--- src/rtl/parity_checker_rx.sv ---
// Bit-serial even-parity frame receiver: n data bits (MSB first) + parity bit, checked word on valid/ready.
// Optional parity-error counter is built when PARITY_CHECKER_RX_ERR_COUNT_EN is defined.
module parity_checker_rx #(
  parameter int n = 8
) (
  input  logic         clk,
  input  logic         rst,
  input  logic         bit_in,
  input  logic         bit_valid,
  input  logic         sof,
  output logic [n-1:0] data_out,
  output logic         parity_err,
  output logic         out_valid,
  input  logic         out_ready,
  output logic         overrun,
  output logic         frame_abort,
  output logic [15:0]  err_count
);

  // state | meaning
  // IDLE  | no frame in progress
  // SHIFT | frame in progress, cnt_q counts bits received (1..n)
  typedef enum logic {IDLE, SHIFT} state_t;

  localparam int CW = $clog2(n + 1);
  localparam logic [CW-1:0] CNT_LAST = CW'(n);

  state_t          state_q, state_d;
  logic [CW-1:0]   cnt_q, cnt_d;
  logic [n-1:0]    shift_q, shift_d;
  logic            par_q, par_d;
  logic [n-1:0]    data_q, data_d;
  logic            perr_q, perr_d;
  logic            valid_q, valid_d;
  logic            ovr_q, ovr_d;
  logic            abort_q, abort_d;
  logic            complete;
  logic            err;

  always_ff @(posedge clk) begin
    if (rst) begin
      state_q <= IDLE;
      cnt_q   <= '0;
      shift_q <= '0;
      par_q   <= 1'b0;
      data_q  <= '0;
      perr_q  <= 1'b0;
      valid_q <= 1'b0;
      ovr_q   <= 1'b0;
      abort_q <= 1'b0;
    end else begin
      state_q <= state_d;
      cnt_q   <= cnt_d;
      shift_q <= shift_d;
      par_q   <= par_d;
      data_q  <= data_d;
      perr_q  <= perr_d;
      valid_q <= valid_d;
      ovr_q   <= ovr_d;
      abort_q <= abort_d;
    end
  end

  always_comb begin
    state_d  = state_q;
    cnt_d    = cnt_q;
    shift_d  = shift_q;
    par_d    = par_q;
    data_d   = data_q;
    perr_d   = perr_q;
    valid_d  = valid_q;
    ovr_d    = 1'b0;
    abort_d  = 1'b0;
    complete = 1'b0;
    err      = 1'b0;

    case (state_q)
      IDLE: begin
        if (bit_valid && sof) begin
          shift_d = {{(n-1){1'b0}}, bit_in};
          par_d   = bit_in;
          cnt_d   = CW'(1);
          state_d = SHIFT;
        end
      end
      SHIFT: begin
        if (bit_valid) begin
          if (sof) begin
            // a new start always wins, even over the expected parity bit
            abort_d = 1'b1;
            shift_d = {{(n-1){1'b0}}, bit_in};
            par_d   = bit_in;
            cnt_d   = CW'(1);
          end else if (cnt_q == CNT_LAST) begin
            complete = 1'b1;
            err      = par_q ^ bit_in;
            cnt_d    = '0;
            state_d  = IDLE;
          end else begin
            shift_d = {shift_q[n-2:0], bit_in};
            par_d   = par_q ^ bit_in;
            cnt_d   = cnt_q + CW'(1);
          end
        end
      end
      default: state_d = IDLE;
    endcase

    // a word being drained this cycle frees the slot for a completing frame
    if (complete) begin
      if (!valid_q || out_ready) begin
        data_d  = shift_q;
        perr_d  = err;
        valid_d = 1'b1;
      end else begin
        ovr_d = 1'b1;
      end
    end else if (valid_q && out_ready) begin
      valid_d = 1'b0;
    end
  end

  assign data_out    = data_q;
  assign parity_err  = perr_q;
  assign out_valid   = valid_q;
  assign overrun     = ovr_q;
  assign frame_abort = abort_q;

`ifdef PARITY_CHECKER_RX_ERR_COUNT_EN
  logic [15:0] ecnt_q;

  // dropped frames still count; saturates rather than wrapping
  always_ff @(posedge clk) begin
    if (rst) begin
      ecnt_q <= '0;
    end else if (complete && err && (ecnt_q != 16'hFFFF)) begin
      ecnt_q <= ecnt_q + 16'd1;
    end
  end

  assign err_count = ecnt_q;
`else
  assign err_count = '0;
`endif

endmodule

--- config.mk ---
export PLATFORM = sky130hd
export DESIGN_NAME = parity_checker_rx
export DESIGN_NICKNAME = d
export VERILOG_FILES = /design/src/rtl/parity_checker_rx.sv
export SDC_FILE = /design/constraint.sdc
export NUM_CORES = 1
export LEC_CHECK = 0
export ABC_AREA = 1
export BUFFER_PORTS_ARGS = -buffer_cell sky130_fd_sc_hd__clkbuf_2
export CORE_UTILIZATION = 37
export CTS_CLUSTER_SIZE = 8
export DETAILED_ROUTE_END_ITERATION = 6
export GPL_ROUTABILITY_DRIVEN = 0
export PLACE_DENSITY_LB_ADDON = 0.12
export SYNTH_ARGS = -nofsm -noshare
export SYNTH_HDL_FRONTEND = slang
export SYNTH_SLANG_ARGS = --single-unit
--- constraint.sdc ---
create_clock -name clk -period 1.1 [get_ports clk]
set_input_delay 0.22 -clock clk [delete_from_list [all_inputs] [get_ports clk]]
set_output_delay 0.22 -clock clk [all_outputs]
set_load 0.02 [all_outputs]
== Word level (Yosys, flattened, before mapping) ==
Cells that the tools add are included.
Word-level totals
  word-level logic and storage cells: 63
  bits of input ports: 6
  register bits: 26
Cells by class
  add/sub/neg operators: 1
  bitwise gates (word level): 4
  equal/unequal tests: 5
  reductions and logical operators: 11
  muxes and demuxes: 33
Operator list (number)
  2-to-1 mux 8 bit: 4
  2-to-1 mux 1 bit: 21
  2-to-1 mux 4 bit: 4
  one-hot mux 8 bit (2 select lines): 1
  one-hot mux 4 bit (2 select lines): 1
  AND reduction 2 bit: 3
  adder 4 x 1 -> 4 bit, second input constant: 1
  == test 4 bit, second input constant: 1
  inequality test 2 bit, second input constant: 2
  one-hot mux 1 bit (2 select lines): 2
  inequality test 3 bit, second input constant: 1
  inverter 1 bit: 3
  AND reduction 3 bit: 1
  OR reduction 3 bit: 1
  logical AND 1 bit: 2
  inequality test 2 x 1 -> 1 bit, second input constant: 1
  nonzero test 2 bit: 1
  OR reduction 2 bit: 1
  logical NOT 1 bit: 1
  logical OR 1 bit: 1
  XOR 1 bit: 1

== Depth between registers and ports, before layout ==
Gate-level depths: netlist of the first run.
  depth in word-level cells: 7
  gate-level depth with buffers: 9
  mapped depth without buffers: 9

== Worst setup path before layout of the first run ==
OpenSTA, ideal clock, no wires.
  path type: register to register
  from: register cnt_q[0]
  to: register shift_q[7]
  data arrival time: 1124 ps
  period minus slack after synthesis: 1240 ps
  data required time: 984 ps
  setup time: 116 ps
  path slack: -140 ps
  buffers on the path: 0
  cell stages (with the launch flop): 9
  path through: dfxtp_1 -> inv_1 -> ha_1 -> nand2_2 -> nor2_4 -> nand2_1 -> nand2_2 -> a21oi_1 -> nor2_1
Between the ends
  word-level cells in the longest chain between the ends: 3
RTL lines
  start: declaration: RTL line 29  | logic [CW-1:0] cnt_q, cnt_d;
  start signal: assignment: RTL line 53  | cnt_q <= cnt_d;
  == test 4 bit: RTL line 94  | end else if (cnt_q == CNT_LAST) begin
  inequality test 3 bit (no line)
  AND reduction 3 bit (no line)
  end signal: assignment: RTL line 54  | shift_q <= shift_d;
  end: declaration: RTL line 30  | logic [n-1:0] shift_q, shift_d;
Every way passes these cells.
A chain may end at the register's enable or synchronous reset.

== Final worst setup path of the first run ==
  from: register cnt_q[1]
  to: register shift_q[0]
Same word-level chain as after synthesis.

==> impl_metrics.yaml, run 1 <==
status:
  status: "complete, but fails checks"
  violations: "negative setup slack"
layout:
  syn_to_final_growth_pct: 22.8
  post-route-util: 0.498
  mostFrequentLayoutCells: "32 x nand2_1, 24 x nor2_1, 21 x buf_4"
  final_cells: 249
  layout-drive-gt1-share: 0.317
  num-fill-cells: 329
  n_antenna_cell: 0
  final_net_count: 214
  seq_area_um2: 531
  final_common_cell: "nand2_1"
  multiInputGateArea_um2: 648
worst_setup_path:
  cp_max_fo: 8
  crit_start: "cnt_q[1]"
  crit-reg2reg-launch: "cnt_q[1]"
  cp.required_ns: 1.37
  cp-start-kind: "register"
  criticalPathCategory: "reg2reg"
  critPathCaptureType: "register"
  cp.arrival_ns: 1.52
routing:
  vias: 1105
  drtPass1Iterations: 4
  via_per_inst: 4.44
  wirelength_um: 2460
  first_iter_violations: 51
  wl_per_cell_um: 9.89
  ant_nets: 0
  drc_errors: 0
timing:
  finalCritPeriodShare: 1.13
  finClkSkew_ns: 0.00548
  setup_viol: 22
  rsz0062_at_grt: "true"
  maxSlewViolCount: 0
  hold_viol_final: 0
  setup_ws_ns: -0.148
  post-route-min-period_ns: 1.25
  timing.fmax_mhz: 801
floorplanning:
  core-area_um2: 3150
  dieArea_um2: 3690
  initial_core_util: 0.406
  rows: 20
  die_w_um: 60.8
  die_h_um: 60.8
  pin_count: 34
logic_synthesis:
  synthMuxAreaShare: 0
  ys_top_cells_by_area: "dfxtp_1 41%, nand2_1 11%, buf_4 9.4%"
  synthCells: 175
  ys_ff_latch: 26
  synthDistinctLibCells: 25
  yosysWarnings: 0
  syn_area_um2: 1280
  synth_xor_area_frac: 0.0137
  synth_top_area_share: 0.407
  synthAdderAreaFrac: 0.0196
  ys_seq_area_frac: 0.407
  synth-simple-area-share: 0.285
  synth_top_family_by_area: "simple AND/OR/NAND/NOR gates"
  yosysTopAreaCell: "dfxtp_1"
  avgSynthCellArea_um2: 7.31
  synth_compound_area_frac: 0.0920
placed_design:
  place_hpwl_um: 1660
  io_buffers: 17
  dp_cells: 243
power:
  switching_share: 0.250
  power_mw: 1.89
  p_int_mw: 1.42
  power_leakage_nw: 0.766
  seqPwrFrac: 0.526
  comb_power_share: 0.122
  switchingPower_uw: 473
  p_per_area_nw_per_um2: 1200
  pwr-share-clk: 0.351
  max-vdd-ir-drop_mv: 0.459
cts:
  ctsRootBufferMaster: "clkbuf_4"
  cts_max_level: 1
  clkSinkCount: 26
  cts_buffers: 3
  cts_max_path_buffers: 2
  cts_tree: "done"
  worstSkewPairLatency_ns: 0.32
  path_clk_slew_ns: 0.15
  cts_hold_buffers: 0
grt:
  grt_pass1_wl_um: 4130
  gr-usage-all-layers: 0.153
  antenna_found_initial: 0
  overflow: 0
  grt_max_degree: 19
  grt_pass1_vias: 930
job:
  drv_cap: 0
hold_path:
  min_from: "bit_in"
  hp-class: "in2reg"
[synth_stat cells]
library cell and count:
inv_2 1, nor2_4 3, o21ai_0 7, nor2_1 26
a211oi_1 1, nand3_1 4, nand4_1 2, nor2_2 1
a21oi_1 12, nor3_1 2, xor2_1 1, a31oi_1 1
dfxtp_1 26, clkbuf_4 1, conb_1 1, buf_4 16
xnor2_1 1, nand2_1 36, buf_2 1, inv_1 22
nand3_4 1, ha_1 2, buf_6 1, a31o_2 1
nand2_2 5
[critical path: stages (launching register included)]
cell     delay, ns
dfxtp_2       0.35
inv_2         0.06
ha_4          0.14
nand2_4       0.05
nor2_4        0.19
nand2_2       0.12
nand2_4       0.12
nand2_1       0.06
a21oi_1       0.11
[power groups by stage]
stage,clock network [mW],logic [mW],registers [mW]
final,0.665,0.232,0.995
after global routing,0.734,0.262,1.00
after floorplan,0,0.193,1.01
after detailed placement,0,0.210,1.01
after global placement,0,0.207,1.01
after CTS,0.693,0.226,0.995
[flip-flops by register name, summed over array words and instances (netlist names)]
register     cells
shift_q          8
frame_abort      1
cnt_q            4
par_q            1
overrun          1
data_out         8
parity_err       1
out_valid        1
state_q          1
[worst paths after layout]
check / to / slack, ns / cells after the start
setup reg to reg: shift_q[0] / -0.15 / 8
setup / recovery: shift_q[0] / -0.15 / 8
hold / removal: shift_q[0] / 0.22 / 3
hold reg to reg: shift_q[0] / 0.49 / 2
[kinds of logic (layout without fill, tap and decap cells)]
| kind of cell | count (synthesis) | count (layout) |
|---|---|---|
| compound gates | 22 | 22 |
| xor+xnor | 2 | 2 |
| fa+ha+maj | 2 | 2 |
| buf+inv | 42 | 56 |
| flops | 26 | 26 |
| simple gates | 80 | 81 |
| other cells | 1 | 16 |
[area by class of cell]
class	instances	area share
Multi-Input combinational cell	123	0.413
Sequential cell	26	0.338
Timing Repair Buffer	29	0.126
Inverter	23	0.0550
Tap cell	44	0.0351
Clock inverter	1	0.0191
Clock buffer	3	0.0143
[metal layers]
metal  global-route usage  wire length [um]
met1                0.193              1220
met2                0.257              1140
met3               0.0256                85
met4               0.0682                15
met5                    0                 0
[through the flow]
stage                     setup TNS (ns)  setup WS [ns]  instance area [um2]  hold WS [ns]
after global placement             -1.84         -0.136                 1430         0.466
after global routing               -4.58         -0.254                 1570         0.220
final                              -2.37         -0.148                 1570         0.217
after CTS                          -2.55         -0.162                 1530         0.202
after floorplan                    -1.12         -0.102                 1350         0.392
after detailed placement           -2.16         -0.152                 1430         0.476
[what timing repair did]
action | CTS | global route
setup endpoints to repair | 21 | 36
buffers inserted | 1 | 0
pin swaps | 9 | 1
resized for setup | 8 | 33
gates cloned | 1 | 0
No activity file was read; power rests on OpenSTA's default activity.
==> run 2, diff against run 1 <==
--- a/config.mk
+++ b/config.mk
@@ -6,12 +6,14 @@
 export NUM_CORES = 1
 export LEC_CHECK = 0
 export ABC_AREA = 1
+export ABC_CLOCK_PERIOD_IN_PS = 1300
 export BUFFER_PORTS_ARGS = -buffer_cell sky130_fd_sc_hd__clkbuf_2
 export CORE_UTILIZATION = 37
 export CTS_CLUSTER_SIZE = 8
 export DETAILED_ROUTE_END_ITERATION = 6
 export GPL_ROUTABILITY_DRIVEN = 0
 export PLACE_DENSITY_LB_ADDON = 0.12
+export SKIP_CTS_REPAIR_TIMING = 1
 export SYNTH_ARGS = -nofsm -noshare
 export SYNTH_HDL_FRONTEND = slang
 export SYNTH_SLANG_ARGS = --single-unit
==> constraint.sdc (replaced) <==
create_clock -name clk -period 1.3 [get_ports clk]
set_input_delay 0.26 -clock clk [delete_from_list [all_inputs] [get_ports clk]]
set_output_delay 0.26 -clock clk [all_outputs]
set_load 0.02 [all_outputs]
==> impl_metrics.yaml, run 2 (synthesis results as in run 1) <==
worst_setup_path:
  critPathCaptureType: "register"
  worstRegToRegCells: 8
  cp.required_ns: 1.59
  cp.arrival_ns: 1.65
  reg2reg_slack_ns: -0.06
  cp-start-kind: "register"
  crit-reg2reg-launch: "cnt_q[1]"
  criticalPathCategory: "reg2reg"
  regToRegEndpoint: "shift_q[0]"
  crit_start: "cnt_q[1]"
  cp_max_fo: 8
  critical_path.endpoint: "shift_q[0]"
layout:
  post-route-util: 0.481
  final_common_cell: "nand2_1"
  layout-drive-gt1-share: 0.295
  final_net_count: 209
  mostFrequentLayoutCells: "29 x nand2_1, 24 x dfxtp_1, 23 x nor2_1"
  num-fill-cells: 332
  n_antenna_cell: 0
  syn_to_final_growth_pct: 18.7
  stdcell_area_um2: 1520
status:
  violations: "negative setup slack"
  status: "complete, but fails checks"
power:
  p_per_area_nw_per_um2: 968
  max-vdd-ir-drop_mv: 0.331
  power_leakage_nw: 0.724
grt:
  met3_usage: 0.0256
  grt_pass1_wl_um: 3860
  grt_max_degree: 18
  grt_pass1_vias: 890
  gr-usage-all-layers: 0.144
  grtUsageMet2: 0.231
  met1_usage: 0.183
  grt_busiest_layer: "met2"
  overflow: 0
  antenna_found_initial: 0
timing:
  hold_viol_final: 0
  setup_viol: 15
  rsz0062_at_grt: "true"
  setup_ws_ns: -0.0579
  finalCritPeriodShare: 1.04
  post-route-min-period_ns: 1.36
  finClkSkew_ns: 0.00104
  holdWs_ns: 0.224
  timing.fmax_mhz: 736
  maxSlewViolCount: 0
placed_design:
  placed_cell_area_um2: 1390
  place_ws_ns: -0.0106
  io_buffers: 17
  place_hpwl_um: 1650
cts:
  cts_max_path_buffers: 2
  ctsRootBufferMaster: "clkbuf_4"
  path_clk_slew_ns: 0.15
  clkSinkCount: 26
  cts_max_level: 1
  cts_tree: "done"
  worstSkewPairLatency_ns: 0.34
  cts_buffers: 3
routing:
  wirelength_um: 2550
  wl_per_cell_um: 10.4
  via_per_inst: 4.43
  drc_errors: 0
  drtPass1Iterations: 4
  first_iter_violations: 38
  vias: 1082
  ant_nets: 0
floorplanning:
  rows: 20
  pin_count: 34
  die_h_um: 60.8
  die_w_um: 60.8
  dieArea_um2: 3690
  initial_core_util: 0.406
  core-area_um2: 3150
job:
  drv_cap: 0
hold_path:
  hp-class: "in2reg"
==> run 2: through the flow <==
stage                     power, mW  TNS (ns)  std cells
after floorplan                1.01         0        190
after global placement         1.02         0        238
after detailed placement       1.03   -0.0106        238
after CTS                      1.46   -0.0376        242
after global routing           1.55     -2.36        244
final                          1.47    -0.354        244
==> run 2: worst max-delay path: stages (launching register included) <==
cell,delay [ns]
dfxtp_2,0.35
inv_2,0.07
ha_4,0.15
nand2_4,0.05
nor2_4,0.26
nand2_2,0.13
nand2_4,0.13
nand2_1,0.06
a21oi_1,0.11
==> run 2: where the power goes <==
part	switching, mW	internal [mW]	leakage [nW]
logic	0.132	0.0582	0.491
registers	0.0187	0.823	0.212
clock network	0.265	0.172	0.0210
==> run 2: final cells by class <==
| type | instances | area, um2 | share of cell area |
|---|---|---|---|
| Inverter | 23 | 86.3 | 0.0569 |
| Tap cell | 44 | 55.1 | 0.0363 |
| Sequential cell | 26 | 523 | 0.345 |
| Timing Repair Buffer | 23 | 143 | 0.0940 |
| Clock buffer | 4 | 36.3 | 0.0239 |
| Multi-Input combinational cell | 124 | 674 | 0.444 |
==> run 2: how the worst min path moves through the flow <==
stage | startpoint | depth (start not counted) | slack (ns) | end
after floorplan | sof | 2 | 0.43 | frame_abort
after global placement | shift_q[7] | 2 | 0.47 | data_out[7]
after detailed placement | shift_q[0] | 2 | 0.47 | shift_q[0]
after CTS | rst | 4 | 0.22 | par_q
after global routing | rst | 4 | 0.21 | par_q
final | bit_in | 3 | 0.22 | shift_q[0]
==> run 2: per-layer routing <==
metal / vias up / wire length (um)
met5: - / 0
met4: 0 / 46
met3: 5 / 78
met2: 25 / 1190
met1: 489 / 1240
li1: 563 / -
==> run 3, diff against run 2 <==
--- a/config.mk
+++ b/config.mk
@@ -8,12 +8,13 @@
 export ABC_AREA = 1
 export ABC_CLOCK_PERIOD_IN_PS = 1300
 export BUFFER_PORTS_ARGS = -buffer_cell sky130_fd_sc_hd__clkbuf_2
-export CORE_UTILIZATION = 37
+export CORE_UTILIZATION = 51
 export CTS_CLUSTER_SIZE = 8
 export DETAILED_ROUTE_END_ITERATION = 6
 export GPL_ROUTABILITY_DRIVEN = 0
 export PLACE_DENSITY_LB_ADDON = 0.12
 export SKIP_CTS_REPAIR_TIMING = 1
+export SLEW_MARGIN = 40
 export SYNTH_ARGS = -nofsm -noshare
 export SYNTH_HDL_FRONTEND = slang
 export SYNTH_SLANG_ARGS = --single-unit
==> impl_metrics.yaml, run 3 (synthesis results as in run 1) <==
timing:
  hold_viol_final: 0
  rsz0062_at_grt: "true"
  post-route-min-period_ns: 1.34
  tns_ns: -0.170
  holdWs_ns: 0.221
  setup_viol: 8
  finalCritPeriodShare: 1.03
  timing.fmax_mhz: 749
  maxSlewViolCount: 0
  setup_ws_ns: -0.0351
  finClkSkew_ns: 0.0103
placed_design:
  place_hpwl_um: 1700
  io_buffers: 17
  place_ws_ns: 0.0120
  dp_cells: 223
power:
  pwr-share-clk: 0.349
  switching_share: 0.253
  max-vdd-ir-drop_mv: 0.600
  switchingPower_uw: 405
  seqPwrFrac: 0.529
  p_per_area_nw_per_um2: 1030
  p_int_mw: 1.20
  power_leakage_nw: 0.745
  comb_power_share: 0.123
floorplanning:
  die_h_um: 52.1
  initial_core_util: 0.557
  die_w_um: 52.1
  core-area_um2: 2300
  pin_count: 34
  rows: 17
  dieArea_um2: 2710
routing:
  wirelength_um: 2620
  first_iter_violations: 19
  via_per_inst: 4.75
  drc_errors: 0
  ant_nets: 0
  vias: 1097
  wl_per_cell_um: 11.4
  drtPass1Iterations: 4
worst_setup_path:
  worstRegToRegCells: 8
  cp.required_ns: 1.53
  crit-reg2reg-launch: "cnt_q[1]"
  reg2reg_slack_ns: -0.04
  criticalPathCategory: "reg2reg"
  critPathCaptureType: "register"
  cp.arrival_ns: 1.57
  regToRegEndpoint: "data_out[7]"
  cp_max_fo: 8
  crit_start: "cnt_q[1]"
  critical_path.endpoint: "data_out[7]"
  cp-start-kind: "register"
layout:
  syn_to_final_growth_pct: 21.4
  n_antenna_cell: 0
  final_cells: 231
  mostFrequentLayoutCells: "30 x nand2_1, 25 x nor2_1, 24 x dfxtp_1"
  final_net_count: 212
  final_common_cell: "nand2_1"
  layout-drive-gt1-share: 0.315
  num-fill-cells: 205
cts:
  worstSkewPairLatency_ns: 0.32
  path_clk_slew_ns: 0.15
  cts_max_level: 1
  clkSinkCount: 26
  cts_buffers: 3
  cts_max_path_buffers: 2
  cts_tree: "done"
  ctsRootBufferMaster: "clkbuf_4"
grt:
  gr-usage-all-layers: 0.185
  grt_pass1_wl_um: 3750
  grt_pass1_vias: 884
  grt_max_degree: 18
  overflow: 0
  antenna_found_initial: 0
status:
  violations: "negative setup slack"
  status: "complete, but fails checks"
job:
  drv_cap: 0
hold_path:
  hp-class: "in2reg"
run 3: cell count changes in the layout (fill, tap and decap cells not counted), sizes merged:
cell	previous run	this run
clkbuf	21	20
bufinv	0	1
buf	6	9
run 3: layout make-up:
| cell class | instances | area, um2 | share of cell area |
|---|---|---|---|
| clock buffer | 3 | 22.5 | 0.0145 |
| clock inverter | 1 | 30.0 | 0.0193 |
| inverter | 23 | 86.3 | 0.0556 |
| multi-input combinational | 124 | 691 | 0.445 |
| sequential | 26 | 523 | 0.337 |
| tap | 28 | 35.0 | 0.0226 |
| timing repair buffer | 26 | 165 | 0.106 |
run 3: metrics by stage:
stage          power [mW]  instance area [um2]  utilization
6_report             1.60                 1550        0.676
5_1_grt              1.67                 1550        0.676
4_1_cts              1.57                 1420        0.617
3_5_place_dp         1.02                 1360        0.594
3_3_place_gp         1.02                 1360        0.594
2_1_floorplan        1.01                 1340            -
run 3: worst min path at each step:
| stage | startpoint | endpoint | cells after the start |
|---|---|---|---|
| 2_1_floorplan | sof | frame_abort | 2 |
| 3_3_place_gp | shift_q[0] | shift_q[0] | 2 |
| 3_5_place_dp | shift_q[0] | shift_q[0] | 2 |
| 4_1_cts | rst | par_q | 4 |
| 5_1_grt | rst | shift_q[0] | 3 |
| 6_report | rst | parity_err | 4 |
run 3: power groups by stage:
stage               combinational (mW)  clock, mW  sequential, mW
finish                           0.196      0.558           0.846
global route                     0.216      0.602           0.849
detailed placement               0.165          0           0.858
floorplan                        0.160          0           0.855
CTS                              0.166      0.566           0.840
global placement                 0.163          0           0.856
run 3: metal layers:
layer,up-vias,part of all wire,global-route usage,routed length [um]
li1,574,-,-,-
met1,499,0.43,0.225,1120
met2,20,0.53,0.327,1390
met3,4,0.025,0.0292,65
met4,0,0.018,0.0586,48
met5,-,0,0,0
run 3: worst max-delay path: stages, from the launching register on:
cell     delay, ns
dfxtp_2       0.36
inv_2         0.06
ha_4          0.14
nand2_4       0.05
nor2_4        0.20
buf_12        0.14
nand3_4       0.10
nor2_1        0.13
nor2_1        0.05
